==> src/rtl/hsv_core_pkg.sv <==
// hsv_core_pkg: shared register-file types, constants and state encodings
package hsv_core_pkg;
  typedef logic [4:0] reg_addr;
  typedef logic [31:0] word;
  localparam word REG_ZERO = '0;
  typedef enum logic {RF_INIT, RF_READY} regfile_state_t;
  typedef enum logic [1:0] {SRC_ZERO, SRC_BYP, SRC_BANK} rd_src_t;
endpackage

==> src/rtl/hsv_core_regfile_mp_if.sv <==
// hsv_core_regfile_mp_if: read/write port bundle of the multi-port register file
interface hsv_core_regfile_mp_if #(
  parameter int NUM_READ_PORTS = 2,
  parameter int ADDR_W = 5,
  parameter int DATA_WIDTH = 32
);
  logic [NUM_READ_PORTS-1:0][ADDR_W-1:0] rd_addr;
  logic [NUM_READ_PORTS-1:0] rd_hold;
  logic [NUM_READ_PORTS-1:0][DATA_WIDTH-1:0] rd_data;
  logic wr_en;
  logic [ADDR_W-1:0] wr_addr;
  logic [DATA_WIDTH-1:0] wr_data;
  logic ready;
  modport master (output rd_addr, rd_hold, wr_en, wr_addr, wr_data, input rd_data, ready);
  modport slave (input rd_addr, rd_hold, wr_en, wr_addr, wr_data, output rd_data, ready);
endinterface

==> src/rtl/hsv_core_regfile_bank.sv <==
// hsv_core_regfile_bank: one-write one-sync-read memory bank without reset
module hsv_core_regfile_bank #(
  parameter int NUM_REGS = 32,
  parameter int DATA_WIDTH = 32,
  parameter int ADDR_W = $clog2(NUM_REGS)
) (
  input  logic clk_core,
  input  logic rd_en,
  input  logic [ADDR_W-1:0] rd_addr,
  output logic [DATA_WIDTH-1:0] rd_data,
  input  logic wr_en,
  input  logic [ADDR_W-1:0] wr_addr,
  input  logic [DATA_WIDTH-1:0] wr_data
);
  logic [DATA_WIDTH-1:0] mem [NUM_REGS];
  // read returns the pre-write word; a disabled read keeps the last word
  always_ff @(posedge clk_core) begin
    if (rd_en) rd_data <= mem[rd_addr];
    if (wr_en) mem[wr_addr] <= wr_data;
  end
endmodule

==> src/rtl/hsv_core_regfile_mp.sv <==
// hsv_core_regfile_mp: replicated-bank register file with zero reg, bypass, hold and clear sweep
module hsv_core_regfile_mp
  import hsv_core_pkg::*;
#(
  parameter int NUM_READ_PORTS = 2,
  parameter int NUM_REGS = 32,
  parameter int DATA_WIDTH = 32,
  parameter bit ZERO_REG = 1'b1,
  parameter bit BYPASS = 1'b1
) (
  input logic clk_core,
  input logic rst_n,
  hsv_core_regfile_mp_if.slave rf
);
  localparam int ADDR_W = $clog2(NUM_REGS);
  localparam logic [ADDR_W-1:0] LAST = ADDR_W'(NUM_REGS - 1);
  regfile_state_t state, state_nxt;
  logic [ADDR_W-1:0] cnt;
  logic init, wr_eff, bank_we;
  logic [ADDR_W-1:0] bank_wa;
  logic [DATA_WIDTH-1:0] bank_wd;
  assign init = state == RF_INIT;
  assign wr_eff = !init && rf.wr_en && !(ZERO_REG && rf.wr_addr == '0) && (int'(rf.wr_addr) < NUM_REGS);
  assign rf.ready = state == RF_READY;
  // state register and clear-sweep counter
  always_ff @(posedge clk_core or negedge rst_n)
    if (!rst_n) begin
      state <= RF_INIT;
      cnt <= '0;
    end else begin
      state <= state_nxt;
      cnt <= init ? cnt + 1'b1 : cnt;
    end
  // next state and bank write-port mux: sweep zeros while INIT, user writes after
  always_comb begin
    state_nxt = (init && cnt == LAST) ? RF_READY : state;
    bank_we = init || wr_eff;
    bank_wa = init ? cnt : rf.wr_addr;
    bank_wd = init ? DATA_WIDTH'(REG_ZERO) : rf.wr_data;
  end
  for (genvar i = 0; i < NUM_READ_PORTS; i++) begin : g_port
    logic [ADDR_W-1:0] ra;
    logic rd_zero;
    logic [DATA_WIDTH-1:0] bank_q, byp_q;
    rd_src_t src;
    assign ra = rf.rd_addr[i];
    assign rd_zero = init || (ZERO_REG && ra == '0) || (int'(ra) >= NUM_REGS);
    hsv_core_regfile_bank #(
      .NUM_REGS(NUM_REGS),
      .DATA_WIDTH(DATA_WIDTH),
      .ADDR_W(ADDR_W)
    ) u_bank (
      .clk_core(clk_core),
      .rd_en(!rf.rd_hold[i]),
      .rd_addr(rd_zero ? '0 : ra),
      .rd_data(bank_q),
      .wr_en(bank_we),
      .wr_addr(bank_wa),
      .wr_data(bank_wd)
    );
    // registered output source and bypass word, frozen together with the bank read while held
    always_ff @(posedge clk_core or negedge rst_n)
      if (!rst_n) begin
        src <= SRC_ZERO;
        byp_q <= '0;
      end else if (!rf.rd_hold[i]) begin
        src <= rd_zero ? SRC_ZERO : (BYPASS && wr_eff && rf.wr_addr == ra) ? SRC_BYP : SRC_BANK;
        byp_q <= rf.wr_data;
      end
    assign rf.rd_data[i] = src == SRC_BANK ? bank_q : src == SRC_BYP ? byp_q : '0;
  end
endmodule
==> src/flat_wrapper.sv <==
// flat-port wrapper written by rule: the top's interface ports become plain ports
module hsv_core_regfile_mp_flat import hsv_core_pkg::*;
#(
  parameter int NUM_READ_PORTS = 2,
  parameter int NUM_REGS = 32,
  parameter int DATA_WIDTH = 32,
  parameter bit ZERO_REG = 1'b1,
  parameter bit BYPASS = 1'b1
)
  (clk_core, rst_n, rf_rd_addr, rf_rd_hold, rf_wr_en, rf_wr_addr, rf_wr_data, rf_rd_data, rf_ready);
  hsv_core_regfile_mp_if #(.NUM_READ_PORTS(NUM_READ_PORTS), .DATA_WIDTH(DATA_WIDTH)) rf_i ();
  input logic clk_core;
  input logic rst_n;
  input wire logic [$bits(rf_i.rd_addr)-1:0] rf_rd_addr;
  input wire logic [$bits(rf_i.rd_hold)-1:0] rf_rd_hold;
  input wire logic [$bits(rf_i.wr_en)-1:0] rf_wr_en;
  input wire logic [$bits(rf_i.wr_addr)-1:0] rf_wr_addr;
  input wire logic [$bits(rf_i.wr_data)-1:0] rf_wr_data;
  output wire logic [$bits(rf_i.rd_data)-1:0] rf_rd_data;
  output wire logic [$bits(rf_i.ready)-1:0] rf_ready;
  assign rf_i.rd_addr = rf_rd_addr;
  assign rf_i.rd_hold = rf_rd_hold;
  assign rf_i.wr_en = rf_wr_en;
  assign rf_i.wr_addr = rf_wr_addr;
  assign rf_i.wr_data = rf_wr_data;
  assign rf_rd_data = rf_i.rd_data;
  assign rf_ready = rf_i.ready;
  hsv_core_regfile_mp #(.NUM_READ_PORTS(NUM_READ_PORTS), .NUM_REGS(NUM_REGS), .DATA_WIDTH(DATA_WIDTH), .ZERO_REG(ZERO_REG), .BYPASS(BYPASS)) u_core (.clk_core(clk_core), .rst_n(rst_n), .rf(rf_i));
endmodule
==> config.mk <==
export PLATFORM = sky130hd
export DESIGN_NAME = hsv_core_regfile_mp_flat
export DESIGN_NICKNAME = d
export VERILOG_FILES = /design/src/rtl/hsv_core_pkg.sv /design/src/rtl/hsv_core_regfile_mp_if.sv /design/src/rtl/hsv_core_regfile_bank.sv /design/src/rtl/hsv_core_regfile_mp.sv /design/src/flat_wrapper.sv
export SDC_FILE = /design/constraint.sdc
export NUM_CORES = 2
export LEC_CHECK = 0
export CAP_MARGIN = 20
export CORE_MARGIN = 4
export CORE_UTILIZATION = 60
export DETAILED_ROUTE_END_ITERATION = 8
export PLACE_DENSITY = 0.77
export SKIP_LAST_GASP = 1
export SLEW_MARGIN = 30
export SYNTH_ARGS = -nofsm -noshare
export SYNTH_HDL_FRONTEND = slang
export SYNTH_HIERARCHICAL = 1
export SYNTH_SLANG_ARGS = --single-unit
==> constraint.sdc <==
create_clock -name clk_core -period 3.91 [get_ports clk_core]
set_input_delay 0.782 -clock clk_core [delete_from_list [all_inputs] [get_ports clk_core]]
set_output_delay 0.782 -clock clk_core [all_outputs]
set_load 0.01 [all_outputs]
Yosys cells after proc, flatten, opt, wreduce, memory -nomap -nowiden
Memory sizes are Yosys's and may differ from the RTL's. A register that Yosys moved wholly into a read port is not among the register bits.
Cells that the tools add are included.
- flip-flop bits (word level): 74
- bits in writable memories: 2048
- input bits: 52
- output and inout port bits: 65
- logic and storage cells: 45
- memories kept: 2
- add/subtract/negate cells: 1
- equal/unequal tests: 7
- multiplexer cells: 14
- bitwise operators: 1
- reductions and logical operators: 14
- memory list (memory ; depth ; width ; rd ports ; clocked after Yosys merged registers in ; write ports ; RTL line ; text):
    u_core.g_port[0].u_bank.mem ; 32 ; 32 ; 1 ; 1 ; 1 ; hsv_core_regfile_bank.sv:15 ; logic [DATA_WIDTH-1:0] mem [NUM_REGS];
    u_core.g_port[1].u_bank.mem ; 32 ; 32 ; 1 ; 1 ; 1 ; hsv_core_regfile_bank.sv:15 ;
- operators with widths (operator ; number):
    $mux W32 ; 5
    $logic_not A5 Y1 ; 3
    $mux W5 ; 3
    $eq A5 B5 Y1 ; 2
    $mux W2 ; 4
    $add A5 B1 Y5 const B ; 1
    $eq A5 B5 Y1 const B ; 1
    $logic_and A1 B1 Y1 ; 5
    $eq A2 B1 Y1 const B ; 2
    $eq A2 B2 Y1 const B ; 2
    $logic_not A1 Y1 ; 3
    $logic_or A1 B1 Y1 ; 3
    $mux W1 ; 2
    $not A1 Y1 ; 1

Logic depth before layout (Yosys ltp)
- depth after elaboration: 6
- depth in mapped cells: 11
- gate-level depth less buffers: 6

Hierarchy
Netlist, hierarchy kept.
- modules (own cells, without submodules) (module ; instances ; cells each ; area each (µm²) ; sequential area each (µm²)):
    hsv_core_regfile_bank ; 2 ; 2260 ; 40805.4 ; 31710.4
    hsv_core_regfile_mp ; 1 ; 329 ; 3945.0 ; 1851.8

Worst setup path before layout
No wires, ideal clock.
- kind: reg-to-reg
- start: register u_core.state, in the netlist u_core/rf.ready
- end: memory u_core.g_port[0].u_bank.mem[28][0] (enable)
- library setup time: 0.421 ns
- arrival time: 3.152 ns
- required time: 3.489 ns
- setup slack: 0.337 ns
- stages on the path, launching flop included: 6
- path buffers: 2
- period minus slack after synthesis: 3.573 ns
- cell sequence: dfrtp_1 clkbuf_1 mux2_2 or3b_2 clkbuf_1 nor2_1
- elaborated cells on any way between the ends: 7
- classes of those cells: mux (3); bitwise (1); reduce/logical (3)
- RTL lines (item ; RTL line ; text):
    from (decl) ; hsv_core_regfile_mp.sv:17 ; regfile_state_t state, state_nxt;
    from (signal assigned) ; hsv_core_regfile_mp.sv:31 ; state <= state_nxt;
    $mux W5 ; hsv_core_regfile_mp.sv:38 ; bank_wa = init ? cnt : rf.wr_addr;
    net u_core.bank_wa[1] ; hsv_core_regfile_mp.sv:20 ; logic [ADDR_W-1:0] bank_wa;
    to (decl) ; hsv_core_regfile_bank.sv:15 ;
The timed path passes the listed nets, and every way through them passes these cells.

Worst setup path after layout
- start: register u_core.g_port[1].src[0]
- end: output rf_rd_data[63]
- word-level cells in the longest chain between the ends: 3
- elaborated cells on any way between the ends: 4
- classes of those cells: eq/ne (2); mux (2)
- ends and longest elaborated chain (item ; RTL line ; text):
    from (decl) ; hsv_core_regfile_mp.sv:45 ; rd_src_t src;
    from (signal assigned) ; hsv_core_regfile_mp.sv:67 ; src <= rd_zero ? SRC_ZERO : (BYPASS && wr_eff && rf.wr_addr == ra) ? SRC_BYP : SRC_BANK;
    $eq A2 B1 Y1 ; hsv_core_regfile_mp.sv:70 ; assign rf.rd_data[i] = src == SRC_BANK ? bank_q : src == SRC_BYP ? byp_q : '0;
    $mux W32 ; hsv_core_regfile_mp.sv:70 ;
    $mux W32 (*) ; hsv_core_regfile_mp.sv:70 ;
    to (decl) ; flat_wrapper.sv:19 ; output wire logic [$bits(rf_i.rd_data)-1:0] rf_rd_data;
Mark *: on every way between the ends. The rest lies on a longest branch, timed or not.

==> out/metrics.cfg <==
[synth]
syn_inst = 4849
syn_nets = 4903
synth_seq_area_share = 0.763
yosysWarnings = 6
yosysUniqueCellTypes = 37
synth_area_um2 = 85600
synthArstFlopShare = 0.0339
synth_area_per_cell_um2 = 17.6
synth-edff-count = 2112
ys.flop_type = edfxtp_1
ys_seq_elements = 2186

[clock_network]
cts_sinks = 2186
cts_resized = 0
clockBufferDepth = 3
clk_pin_slew_worst_paths_ns = 0.06
clock_latency_ns = 0.82
cts_hold_buf = 0
cts_root_buf = clkbuf_16
htree_levels = 4
cts_buffers = 198
cts_tree = yes

[setup_path]
r2r_slack_ns = 0.54
cp_num_cells = 4
crit_path_start_kind = flip-flop
r2r_start = u_core/rf.ready$_DFFE_PN0P_
reg2reg_depth = 8
crit_chain = nor2b_4 > buf_12 > a22o_1 > clkdlybuf4s50_1
worstSetupEndpointType = primary output
startpoint = u_core/g_port[1].src[0]$_DFFE_PN0N_
crit_required_ns = 3.13
crit_end = rf_rd_data[63]
critPathSlowestCell = clkdlybuf4s50_1
path_class = flip-flop to primary output
worst-path-buf-inv = 2
arrival_ns = 2.67
cpPeakStageDelay_ns = 0.64
path_delay_family = buffers and inverters
r2r_end = u_core/g_port[1].u_bank/rd_data[11]$_DFFE_PP_
critPathMaxFanout = 10

[power_and_ir_drop]
p_per_area_nw_per_um2 = 485
ir_worst_vdd_v = 0.000415
p_leak_nw = 34.4

[placement]
io_buffers = 116
post-place-ws_ns = 0.0591
dp_hpwl_um = 126000
postPlaceCellArea_um2 = 91800
gp_congestion = 0.846

[die]
placementRows = 138
dieArea_um2 = 149000
boundaryPins = 117
core_area_um2 = 142000
start_util = 0.604
die_h_um = 386
die_x_um = 386

[timing]
clock-skew-final_ns = 0.0293
tightest_slew_ns = 1.00
tns_ns = 0
setup_ws_ns = 0.461
maxSlewHeadroom = 0.331
timing.final.hold_violations = 0
maxSlewViolCount = 0
rsz0062_at_grt = false
finalSetupViolations = 0
clock.fmax_mhz = 290
period_minus_slack_ns = 3.45
hold_slack_ns = 0.0522
final.period_utilization = 0.882

[layout]
fin_nets = 5232
mostFrequentLayoutCells = 2112 x edfxtp_1, 1024 x mux2i_1, 203 x clkbuf_16
final_layout_size_suffix_gt1_frac = 0.141
final_util = 0.693
layout_commonest_cell = edfxtp_1
area_delta_synth_final_pct = 14.6
final_area_um2 = 98100

[run_status]
outcome = completed

[global_routing]
grt_use_total = 0.287
grt_pass1_vias = 46315
grt_start_max_net_pins = 65
grt_overflow = 0
grt_pass1_wl_um = 309000
antenna_found_initial = 12

[route]
vias = 47052
wirelength_um = 215000
drc_errors = 0
dr.pass1.iters = 5
drtIter0Drc = 6730
final_antenna_net_count = 0
viasPerCell = 6.52
wl_per_cell_um = 29.7

[worst_hold_path]
hold_class = input port to asynchronous set/reset pin

[flow_run]
maxCapViolCount = 0

## flip-flops by register name (all words and copies together), names as in the netlist
register,count
u_core/g_port.u_bank/mem,2048
u_core/cnt,5
u_core/rf.ready,1
u_core/g_port.byp_q,64
u_core/g_port.src,4
u_core/g_port.u_bank/rd_data,64
## through the flow
stage | total power [mW] | cells
after floorplan | 28.1 | 4849
after global placement | 29.4 | 6842
after detailed placement | 29.5 | 6859
after CTS | 47.6 | 7217
after global routing | 48.8 | 7218
final | 47.5 | 7219
## layout make-up
class	instances	area, um2
clock buffers	256	5340
well taps	1890	2360
diodes	1	2.50
repair buffers	413	5080
clock inverters	94	785
fillers	8579	43500
inverters	2	7.51
multi-input cells	2377	19200
flip-flops and latches	2186	65300
## worst reg2reg max path: cells and delay by family (launching register included)
| kind | cells | cell delay, ns |
|---|---|---|
| simple gates | 2 | 0.65 |
| mux | 1 | 0.23 |
| buf+inv | 3 | 1.15 |
| flops | 1 | 0.48 |
| compound gates | 2 | 0.58 |
## cells in the mapped netlist (7+ instances only)
cell | count | area (um2)
buf_1 | 10 | 37.5
xnor2_1 | 7 | 61.3
buf_4 | 66 | 495
and2_1 | 42 | 263
nand3b_1 | 10 | 75.1
a22oi_1 | 192 | 1440
nor2_1 | 71 | 267
clkbuf_1 | 102 | 383
buf_2 | 70 | 350
buf_6 | 32 | 360
mux2i_1 | 1024 | 10200
nand3_1 | 196 | 981
a31oi_1 | 64 | 400
edfxtp_1 | 2112 | 63400
a21oi_1 | 193 | 966
nand2_1 | 202 | 758
dfrtp_1 | 74 | 1850
nor3_1 | 67 | 335
mux2_2 | 71 | 800
a22o_1 | 194 | 1700
## routing by layer
layer  track usage  part of all wire  vias to the layer above
li1              -                 -                    19862
met1         0.418              0.39                    23786
met3        0.0712              0.13                      383
met5             0                 0                        -
met2         0.431              0.45                     3021
met4        0.0950             0.032                        0
## cell families after synthesis
family | synth area share
fa+ha+maj | 0.000292
compound gates | 0.0529
mux | 0.129
simple gates | 0.0339
flops | 0.763
xor+xnor | 0.00133
buf+inv | 0.0195
## worst min-delay path by stage
stage,from,endpoint,cells after the start
floorplan,u_core/cnt[3]$_DFFE_PN0N_,u_core/cnt[3]$_DFFE_PN0N_,1
global placement,u_core/cnt[3]$_DFFE_PN0N_,u_core/cnt[3]$_DFFE_PN0N_,1
detailed placement,u_core/cnt[3]$_DFFE_PN0N_,u_core/cnt[3]$_DFFE_PN0N_,1
CTS,rst_n,u_core/g_port[1].byp_q[16]$_DFFE_PN0N_,1
global route,rst_n,u_core/g_port[1].byp_q[7]$_DFFE_PN0N_,1
finish,rst_n,u_core/g_port[1].byp_q[6]$_DFFE_PN0N_,1
## where the power goes
| group | switching, mW | total (mW) | internal [mW] | leakage, nW |
|---|---|---|---|---|
| registers | 0.131 | 26.0 | 25.9 | 20.0 |
| clock network | 7.99 | 18.5 | 10.5 | 3.00 |
| logic | 1.96 | 3.06 | 1.11 | 11.5 |
| total | 10.1 | 47.5 | 37.5 | 34.4 |
## repair_timing
| item | 4_1_cts | 5_1_grt |
|---|---|---|
| buffers inserted | 8 | 0 |
| endpoints found under the hold margin | 0 | 0 |
| setup endpoints to repair | 5 | 0 |
Power figures use the tool's default switching activity.
